**src/rtl/filter_pkg.sv**
```systemverilog
// rtl/filter_pkg.sv - shared filter codes, code width and scheduler state type
package filter_pkg;

  localparam int FILTER_W = 2;

  // Filter codes; 2 and 3 are reserved for future filters
  localparam logic [FILTER_W-1:0] SEPIA  = 2'd0;
  localparam logic [FILTER_W-1:0] INVERT = 2'd1;

  typedef enum logic [1:0] {
    IDLE = 2'd0,
    PEND = 2'd1,
    AUTO = 2'd2
  } state_t;

endpackage

```
**src/rtl/rise_detect.sv**
```systemverilog
// rtl/rise_detect.sv - rising-edge detector with all-ones history reset
module rise_detect #(
  parameter int WIDTH = 1
) (
  input  logic             clk,
  input  logic             rst,
  input  logic [WIDTH-1:0] d,
  output logic [WIDTH-1:0] rise
);

  logic [WIDTH-1:0] d_prev;

  // History resets to ones so a level already high at reset never fires
  always_ff @(posedge clk) begin
    if (rst) d_prev <= '1;
    else     d_prev <= d;
  end

  assign rise = d & ~d_prev;

endmodule

```
**src/rtl/filter_sched.sv**
```systemverilog
// rtl/filter_sched.sv - frame-synchronous filter code scheduler with auto-cycle
module filter_sched #(
  parameter int NUM_FILTERS  = 4,
  parameter int CYCLE_FRAMES = 60,
  parameter int FILTER_W     = filter_pkg::FILTER_W
) (
  input  logic                clk,
  input  logic                rst,
  input  logic                filters_en,
  input  logic                filters_user_in_en,
  input  logic [3:0]          select,
  input  logic                auto_btn,
  input  logic                vsync,
  output logic [FILTER_W-1:0] filter,
  output logic                pending,
  output logic [FILTER_W-1:0] pending_filter,
  output logic                auto_mode,
  output logic                frame_tick
);

  import filter_pkg::*;

  localparam int CNT_W = (CYCLE_FRAMES > 1) ? $clog2(CYCLE_FRAMES) : 1;

  logic [3:0]          sel_rise;
  logic                auto_rise;
  logic                user_ok;
  logic                sel_req;
  logic [FILTER_W-1:0] sel_code;
  logic                auto_req;
  logic [FILTER_W-1:0] next_filter;
  logic [CNT_W-1:0]    cnt;
  state_t              state;

  rise_detect #(.WIDTH(4)) u_sel_rise (
    .clk  (clk),
    .rst  (rst),
    .d    (select),
    .rise (sel_rise)
  );

  rise_detect #(.WIDTH(1)) u_auto_rise (
    .clk  (clk),
    .rst  (rst),
    .d    (auto_btn),
    .rise (auto_rise)
  );

  rise_detect #(.WIDTH(1)) u_vsync_rise (
    .clk  (clk),
    .rst  (rst),
    .d    (vsync),
    .rise (frame_tick)
  );

  assign user_ok = filters_en && filters_user_in_en;

  // Priority-encode select edges: lowest in-range index wins
  always_comb begin
    sel_req  = 1'b0;
    sel_code = '0;
    for (int i = NUM_FILTERS - 1; i >= 0; i--) begin
      if (sel_rise[i] && user_ok) begin
        sel_req  = 1'b1;
        sel_code = FILTER_W'(i);
      end
    end
  end

  // A select request in the same cycle suppresses the auto toggle
  assign auto_req = auto_rise && user_ok && !sel_req;

  assign next_filter = (filter == FILTER_W'(NUM_FILTERS - 1)) ? '0
                                                               : FILTER_W'(filter + 1'b1);

  // Scheduler FSM: filter only ever updates on a frame_tick
  always_ff @(posedge clk) begin
    if (rst) begin
      state          <= IDLE;
      filter         <= SEPIA;
      pending_filter <= SEPIA;
      cnt            <= '0;
    end else if (!filters_en) begin
      state <= IDLE;
      cnt   <= '0;
    end else begin
      case (state)
        IDLE: begin
          if (sel_req && sel_code != filter) begin
            pending_filter <= sel_code;
            state          <= PEND;
          end else if (auto_req) begin
            cnt   <= '0;
            state <= AUTO;
          end
        end
        PEND: begin
          if (sel_req) begin
            pending_filter <= sel_code;
            if (frame_tick) begin
              filter <= sel_code;
              state  <= IDLE;
            end
          end else if (auto_req) begin
            cnt   <= '0;
            state <= AUTO;
          end else if (frame_tick) begin
            filter <= pending_filter;
            state  <= IDLE;
          end
        end
        AUTO: begin
          if (sel_req) begin
            pending_filter <= sel_code;
            cnt            <= '0;
            state          <= PEND;
          end else if (auto_req) begin
            cnt   <= '0;
            state <= IDLE;
          end else if (frame_tick) begin
            if (cnt == CNT_W'(CYCLE_FRAMES - 1)) begin
              filter <= next_filter;
              cnt    <= '0;
            end else begin
              cnt <= CNT_W'(cnt + 1'b1);
            end
          end
        end
        default: state <= IDLE;
      endcase
    end
  end

  assign pending   = (state == PEND);
  assign auto_mode = (state == AUTO);

endmodule

```
**config.mk**
```make
export PLATFORM = sky130hd
export DESIGN_NAME = filter_sched
export DESIGN_NICKNAME = d
export VERILOG_FILES = /design/src/rtl/filter_pkg.sv /design/src/rtl/rise_detect.sv /design/src/rtl/filter_sched.sv
export SDC_FILE = /design/constraint.sdc
export NUM_CORES = 1
export LEC_CHECK = 0
export BUFFER_PORTS_ARGS = -buffer_cell sky130_fd_sc_hd__buf_2
export CAP_MARGIN = 20
export CELL_PAD_IN_SITES_DETAIL_PLACEMENT = 0
export CELL_PAD_IN_SITES_GLOBAL_PLACEMENT = 1
export CORE_ASPECT_RATIO = 1.1
export CORE_UTILIZATION = 46
export CTS_BUF_LIST = sky130_fd_sc_hd__clkbuf_16
export DETAILED_ROUTE_END_ITERATION = 6
export MAX_ROUTING_LAYER = met4
export PLACE_DENSITY = 0.9
export SLEW_MARGIN = 25
export SYNTH_ARGS = -nofsm -noshare
export SYNTH_HDL_FRONTEND = slang
export SYNTH_SLANG_ARGS = --single-unit
```
**constraint.sdc**
```tcl
create_clock -name clk -period 5.1 [get_ports clk]
set_clock_uncertainty 0.1 [all_clocks]
set_input_delay 0.51 -clock clk [delete_from_list [all_inputs] [get_ports clk]]
set_output_delay 0.51 -clock clk [all_outputs]
set_load 0.01 [all_outputs]
```
## Yosys cells after proc, flatten, opt, wreduce, memory -nomap -nowiden

Cells that the tools add are included.

| storage, ports and cells | value |
|---|---|
| logic and storage cells | 91 |
| flip-flop bits (word level) | 18 |
| output and inout bits | 7 |

| cells by class | value |
|---|---|
| equal/unequal tests | 19 |
| reduce and logical (&&, ||, !) cells | 19 |
| multiplexer cells | 37 |
| bitwise logic cells | 7 |
| add/subtract/negate cells | 2 |

Operators with widths:

| operator | count |
|---|---|
| 2-to-1 mux 2 bit | 22 |
| 2-to-1 mux 6 bit | 7 |
| case mux 6 bit (3 select lines) | 1 |
| inequality test 2 bit, second input constant | 5 |
| inequality test 3 bit, second input constant | 3 |
| AND reduction 9 bit | 1 |
| logical AND 1 bit | 8 |
| case mux 2 bit (2 select lines) | 2 |
| AND reduction 4 bit | 2 |
| adder 6 x 1 -> 6 bit, second input constant | 1 |
| == test 6 bit, second input constant | 1 |
| inequality test 2 x 1 -> 1 bit, second input constant | 3 |
| inequality test 3 x 1 -> 1 bit, second input constant | 2 |
| case mux 2 bit (3 select lines) | 1 |
| bitwise AND 4 bit | 1 |
| == test 2 bit, second input constant | 2 |
| 2-to-1 mux 1 bit | 4 |
| inequality test 4 x 1 -> 1 bit, second input constant | 1 |
| NOT 4 bit | 1 |
| nonzero test 2 bit | 2 |
| OR reduction 2 bit | 2 |
| NOT 1 bit | 3 |
| nonzero test 3 bit | 1 |
| adder 2 x 1 -> 2 bit, second input constant | 1 |
| other kinds (6) | 7 |

## Depth between registers and ports, before layout

| depth | value |
|---|---|
| depth after elaboration | 12 |
| depth in mapped cells | 8 |
| depth with buffers taken out | 7 |

## Modules after synthesis

From an unflattened synthesis, not the netlist that was laid out.

| second synthesis, totals | value |
|---|---|
| cells, all modules | 133 |
| area total of the unflattened synthesis | 1147.4 µm² |

Modules (own cells, without submodules):

| module | area an instance (µm²) | sequential area each (µm²) | cells an instance | instances |
|---|---|---|---|---|
| filter_sched | 952.2 | 240.2 | 115 | 1 |
| rise_detect (u_sel_rise) | 130.1 | 80.1 | 12 | 1 |
| rise_detect (u_auto_rise ...) | 32.5 | 20.0 | 3 | 2 |

## Worst setup path before layout

OpenSTA, ideal clock, no wires.

| timing path | value |
|---|---|
| path kind | register to register |
| start | register state[0] |
| end | register cnt[2] |
| stages on the path, launching flop included | 8 |
| path slack | 2937 ps |
| data required time | 4880 ps |
| period minus slack after synthesis | 2163 ps |
| data arrival time | 1943 ps |
| path through | dfxtp_1 inv_1 ha_1 buf_1 o21bai_1 or3b_1 o21a_1 a211o_1 |

| on the way | value |
|---|---|
| word-level cells in the longest chain between the ends | 3 |
| elaborated cells between the ends (all ways) | 9 |

RTL lines:

| what | line | RTL |
|---|---|---|
| from (decl) | filter_sched.sv:33 | `state_t state;` |
| from (signal assigned) | filter_sched.sv:79 | `state <= IDLE;` |
| from (signal assigned) | filter_sched.sv:84 | `state <= IDLE;` |
| from (signal assigned) | filter_sched.sv:91 | `state <= PEND;` |
| == test 2 bit (*) | n/a |  |
| named net auto_mode | filter_sched.sv:17 | `output logic auto_mode,` |
| inequality test 4 x 1 -> 1 bit (no source line) / nonzero test 3 bit (equally long branches) | n/a |  |
| AND reduction 4 bit (no source line) | n/a |  |
| to (signal assigned) | filter_sched.sv:125 | `cnt <= CNT_W'(cnt + 1'b1);` |
| to (decl) | filter_sched.sv:32 | `logic [CNT_W-1:0] cnt;` |

Mark *: on every way through the listed nets, which the timed path passes. The rest lies on a longest branch.
A chain may end at the register's enable or synchronous reset.

## Worst setup path after layout

| timing path | value |
|---|---|
| start | register cnt[0] |
| end | register filter[1] |

| on the way | value |
|---|---|
| word-level cells in the longest chain between the ends | 3 |

RTL lines:

| what | line | RTL |
|---|---|---|
| == test 6 bit | filter_sched.sv:121 | `if (cnt == CNT_W'(CYCLE_FRAMES - 1)) begin` |
| inequality test 2 x 1 -> 1 bit (no source line) | n/a |  |
| AND reduction 9 bit (no source line) | n/a |  |
| to (signal assigned) | filter_sched.sv:101 | `filter <= sel_code;` |
| to (signal assigned) | filter_sched.sv:108 | `filter <= pending_filter;` |
| to (signal assigned) | filter_sched.sv:122 | `filter <= next_filter;` |
| to (decl) | filter_sched.sv:14 | `output logic [FILTER_W-1:0] filter,` |

No other way between the ends.

==> parameters.txt <==
Parameter                              Value

Detailed routing
  Routed wire per std cell ... 14.7 um
  Post-detailed-route DRC marker count ... 0
  Vias per std cell ... 6.21
  Total vias in the final route ... 1199
  Number of DRC markers in iteration 0 ... 51
  ANT nets after route ... 0
  Total Routed Length ... 2.84 mm
  Length of the first detailed-routing pass in iterations ... 4

Logic synthesis
  Yosys synthesis warning count ... 0
  Most instantiated cells after synthesis ... sky130_fd_sc_hd__dfxtp_1, sky130_fd_sc_hd__nand2_1, sky130_fd_sc_hd__a21o_1, sky130_fd_sc_hd__or2_2
  Most area-consuming cells after synthesis ... sky130_fd_sc_hd__dfxtp_1, sky130_fd_sc_hd__ha_1, sky130_fd_sc_hd__a21o_1
  Mapped Area ... 1280 um^2
  Most frequent cell after synthesis ... sky130_fd_sc_hd__dfxtp_1
  Average instance area after synthesis ... 8.77 um^2
  Count of flip-flops with a built-in enable after synthesis ... 0
  Leading area contributor after synthesis ... sky130_fd_sc_hd__dfxtp_1
  Sequential share of the synthesized area ... 28.2%
  Synthesis-stage register bit count ... 18
  Most frequently used flop master after synthesis ... sky130_fd_sc_hd__dfxtp_1
  Post-synth net total ... 162
  Yosys cell types ... 55
  Share of the synthesized area in the top cell type ... 28.2%
  Async set-or-reset flop fraction in the synthesized netlist ... 0%
  Number of cells produced by synthesis ... 146

Worst hold path
  Kind of path behind the tightest hold check ... input port to flop

STA
  Final worst-path cycle share ... 45.1%
  Max-slew violation count ... 0
  Fmax ... 0.435 GHz
  Endpoints failing hold ... 0
  Setup repair after global routing missed its margin ... false
  Clock period minus final worst setup slack ... 2.30 ns
  Headroom to the max-slew limit ... 45.0%
  Accumulated negative setup slack ... 0 ns
  Actual slew at the worst max-slew pin ... 0.815 ns
  Final-report setup violation count ... 0

Place
  Number of buffers added on ports ... 16
  Global placement routability congestion ... 0.880
  Placed wire-length estimate after detailed placement ... 2.10 mm

Setup path
  Cell at the slowest stage of the critical path ... sky130_fd_sc_hd__or4b_4
  Setup Crit Path Kind ... flop to flop
  CP bufs+invs ... 0
  Sort of element at the end of the critical path ... flop
  Data required, critical path ... 5.14 ns
  Critical-path maximum fanout ... 4
  Worst setup slack for register-to-register paths ... 2.80 ns
  Type of element launching the critical path ... flop
  Ordered list of cells on the worst path ... ha_1 -> nand2_1 -> or3_1 -> or4b_4 -> a221oi_4 -> o311a_1 -> nor3_1
  Arrival time reported for the critical path endpoint ... 2.34 ns
  Family with the most delay on the worst path ... simple AND/OR/NAND/NOR gates
  Max stage delay on crit path ... 0.54 ns

Clocking
  Post-CTS Repair Setup Buffers ... 0
  TritonCTS clock tree ... built
  Register clock-pin slew on the reported worst setup and hold paths ... 0.06 ns
  Clock Root Buffer ... sky130_fd_sc_hd__clkbuf_16
  CTS hold repair buffers ... 0
  Max Root-Sink Buffers ... 2
  Clock buffer count from CTS ... 3
  Post_cts resized ... 0
  Number of clock sinks ... 18
  Total number of H-tree levels ... 1
  Source-to-sink clock delay at the later pin of the worst-skew pair ... 0.26 ns

Cells and area
  Layout Area Growth over Synthesis ... 14.3%
  Layout Nets ... 179
  Ant diodes ... 0
  Proportion of layout cells with a drive suffix above 1 ... 22.8%
  Final core occ ... 57.0%

Power and ir drop
  Pwr dens ... 243 nW/um^2
  Leak pwr ... 0.571 nW
  Maximum ir drop on the vdd rail ... 0.164 mV

Die
  Die ar. ... 3000 um^2
  Width of the chip ... 52.3 um
  Top-level port count ... 17
  Starting density of the core ... 49.9%
  Height of the die ... 57.3 um
  Core box area ... 2570 um^2
  Site row count ... 19

Status
  Status ... finished clean

Global routing
  Remaining global-route overflow ... 0
  All-Layer GR Usage ... 22.3%
  Pin count of the biggest net entering global routing ... 12
  Antenna violations before repair ... 0
  Global-route wire length before repair ... 4.82 mm
  Number of global-route vias before repair ... 1111

Flow run
  Number of max-cap violations ... 0
## placed cells by master (no fill, tap or decap), drive strengths merged, types with 3 or more instances in the layout
| master | instances |
|---|---|
| o21ai | 5 |
| nor2b | 6 |
| clkbuf | 3 |
| o31ai | 4 |
| buf | 16 |
| a21o | 7 |
| inv | 3 |
| a21oi | 4 |
| nor3 | 5 |
| ha | 6 |
| a211oi | 3 |
| nor2 | 6 |
| nand2 | 12 |
| dfxtp | 18 |
| nand2b | 8 |
| or2 | 7 |
| nand3 | 6 |
| nand4 | 3 |
## registers in the layout, indices dropped and copies added, names as in the netlist
signal / flops
u_vsync_rise.d_prev: 1
state: 2
u_auto_rise.d_prev: 1
u_sel_rise.d_prev: 4
pending_filter: 2
filter: 2
cnt: 6
## final timing paths
check | start | end | depth (start not counted)
setup / recovery | cnt[0]$_SDFFE_PP0P_ | filter[1]$_SDFFE_PP0P_ | 7
hold / removal | auto_btn | u_auto_rise.d_prev$_SDFF_PP1_ | 2
setup reg to reg | cnt[0]$_SDFFE_PP0P_ | filter[1]$_SDFFE_PP0P_ | 7
hold reg to reg | cnt[1]$_SDFFE_PP0P_ | cnt[1]$_SDFFE_PP0P_ | 2
## layer usage
layer | vias to the layer above | track usage, % | routed length, um
li1 | 593 | - | -
met1 | 569 | 27.0 | 1270
met2 | 31 | 34.2 | 1400
met3 | 6 | 4.27 | 121
met4 | 0 | 12.0 | 53
met5 | - | - | 0
## cells by family after synthesis
kind of cell	count (synthesis)	share of synthesized area, %
buffers and inverters	7	2.05
flip-flops	18	28.2
AND/OR/NAND/NOR	68	31.4
XOR/XNOR	1	0.684
multiplexers	2	1.56
AO/OA/AOI/OAI	44	30.3
adder cells (fa/ha/maj)	6	5.86
## report_power, final
group          internal (W)  leakage (nW)  switching (W)
Clock              0.000105        0.0385      0.0000600
Combinational     0.0000175         0.385      0.0000271
Sequential         0.000144         0.147     0.00000201
Total              0.000266         0.571      0.0000891
## worst register-to-register path, stage by stage, from the launching register on
cell and delay (ns):
sky130_fd_sc_hd__dfxtp_1 0.36, sky130_fd_sc_hd__ha_1 0.23, sky130_fd_sc_hd__nand2_1 0.06, sky130_fd_sc_hd__or3_1 0.33
sky130_fd_sc_hd__or4b_4 0.54, sky130_fd_sc_hd__a221oi_4 0.30, sky130_fd_sc_hd__o311a_1 0.22, sky130_fd_sc_hd__nor3_1 0.04
## cell type report
cell class	count	area, um^2
fillers	254	1100
inverters	3	11.3
multi-input cells	121	893
flip-flops and latches	18	360
repair buffers	16	80.1
clock buffers	3	75.1
well taps	31	38.8
clock inverters	1	3.75
## stage by stage
| step | instances | hold slack [ns] | worst slack, ns | power, W | area, um^2 |
|---|---|---|---|---|---|
| after global routing | 193 | 0.362 | 2.62 | 0.000367 | 1460 |
| final | 193 | 0.360 | 2.80 | 0.000355 | 1460 |
| after detailed placement | 189 | 0.385 | 2.66 | 0.000193 | 1380 |
| after global placement | 189 | 0.371 | 2.66 | 0.000192 | 1380 |
| after floorplan | 146 | 0.353 | 2.94 | 0.000180 | 1280 |
| after CTS | 193 | 0.360 | 2.79 | 0.000357 | 1460 |
(Power assumes the default switching activity.)
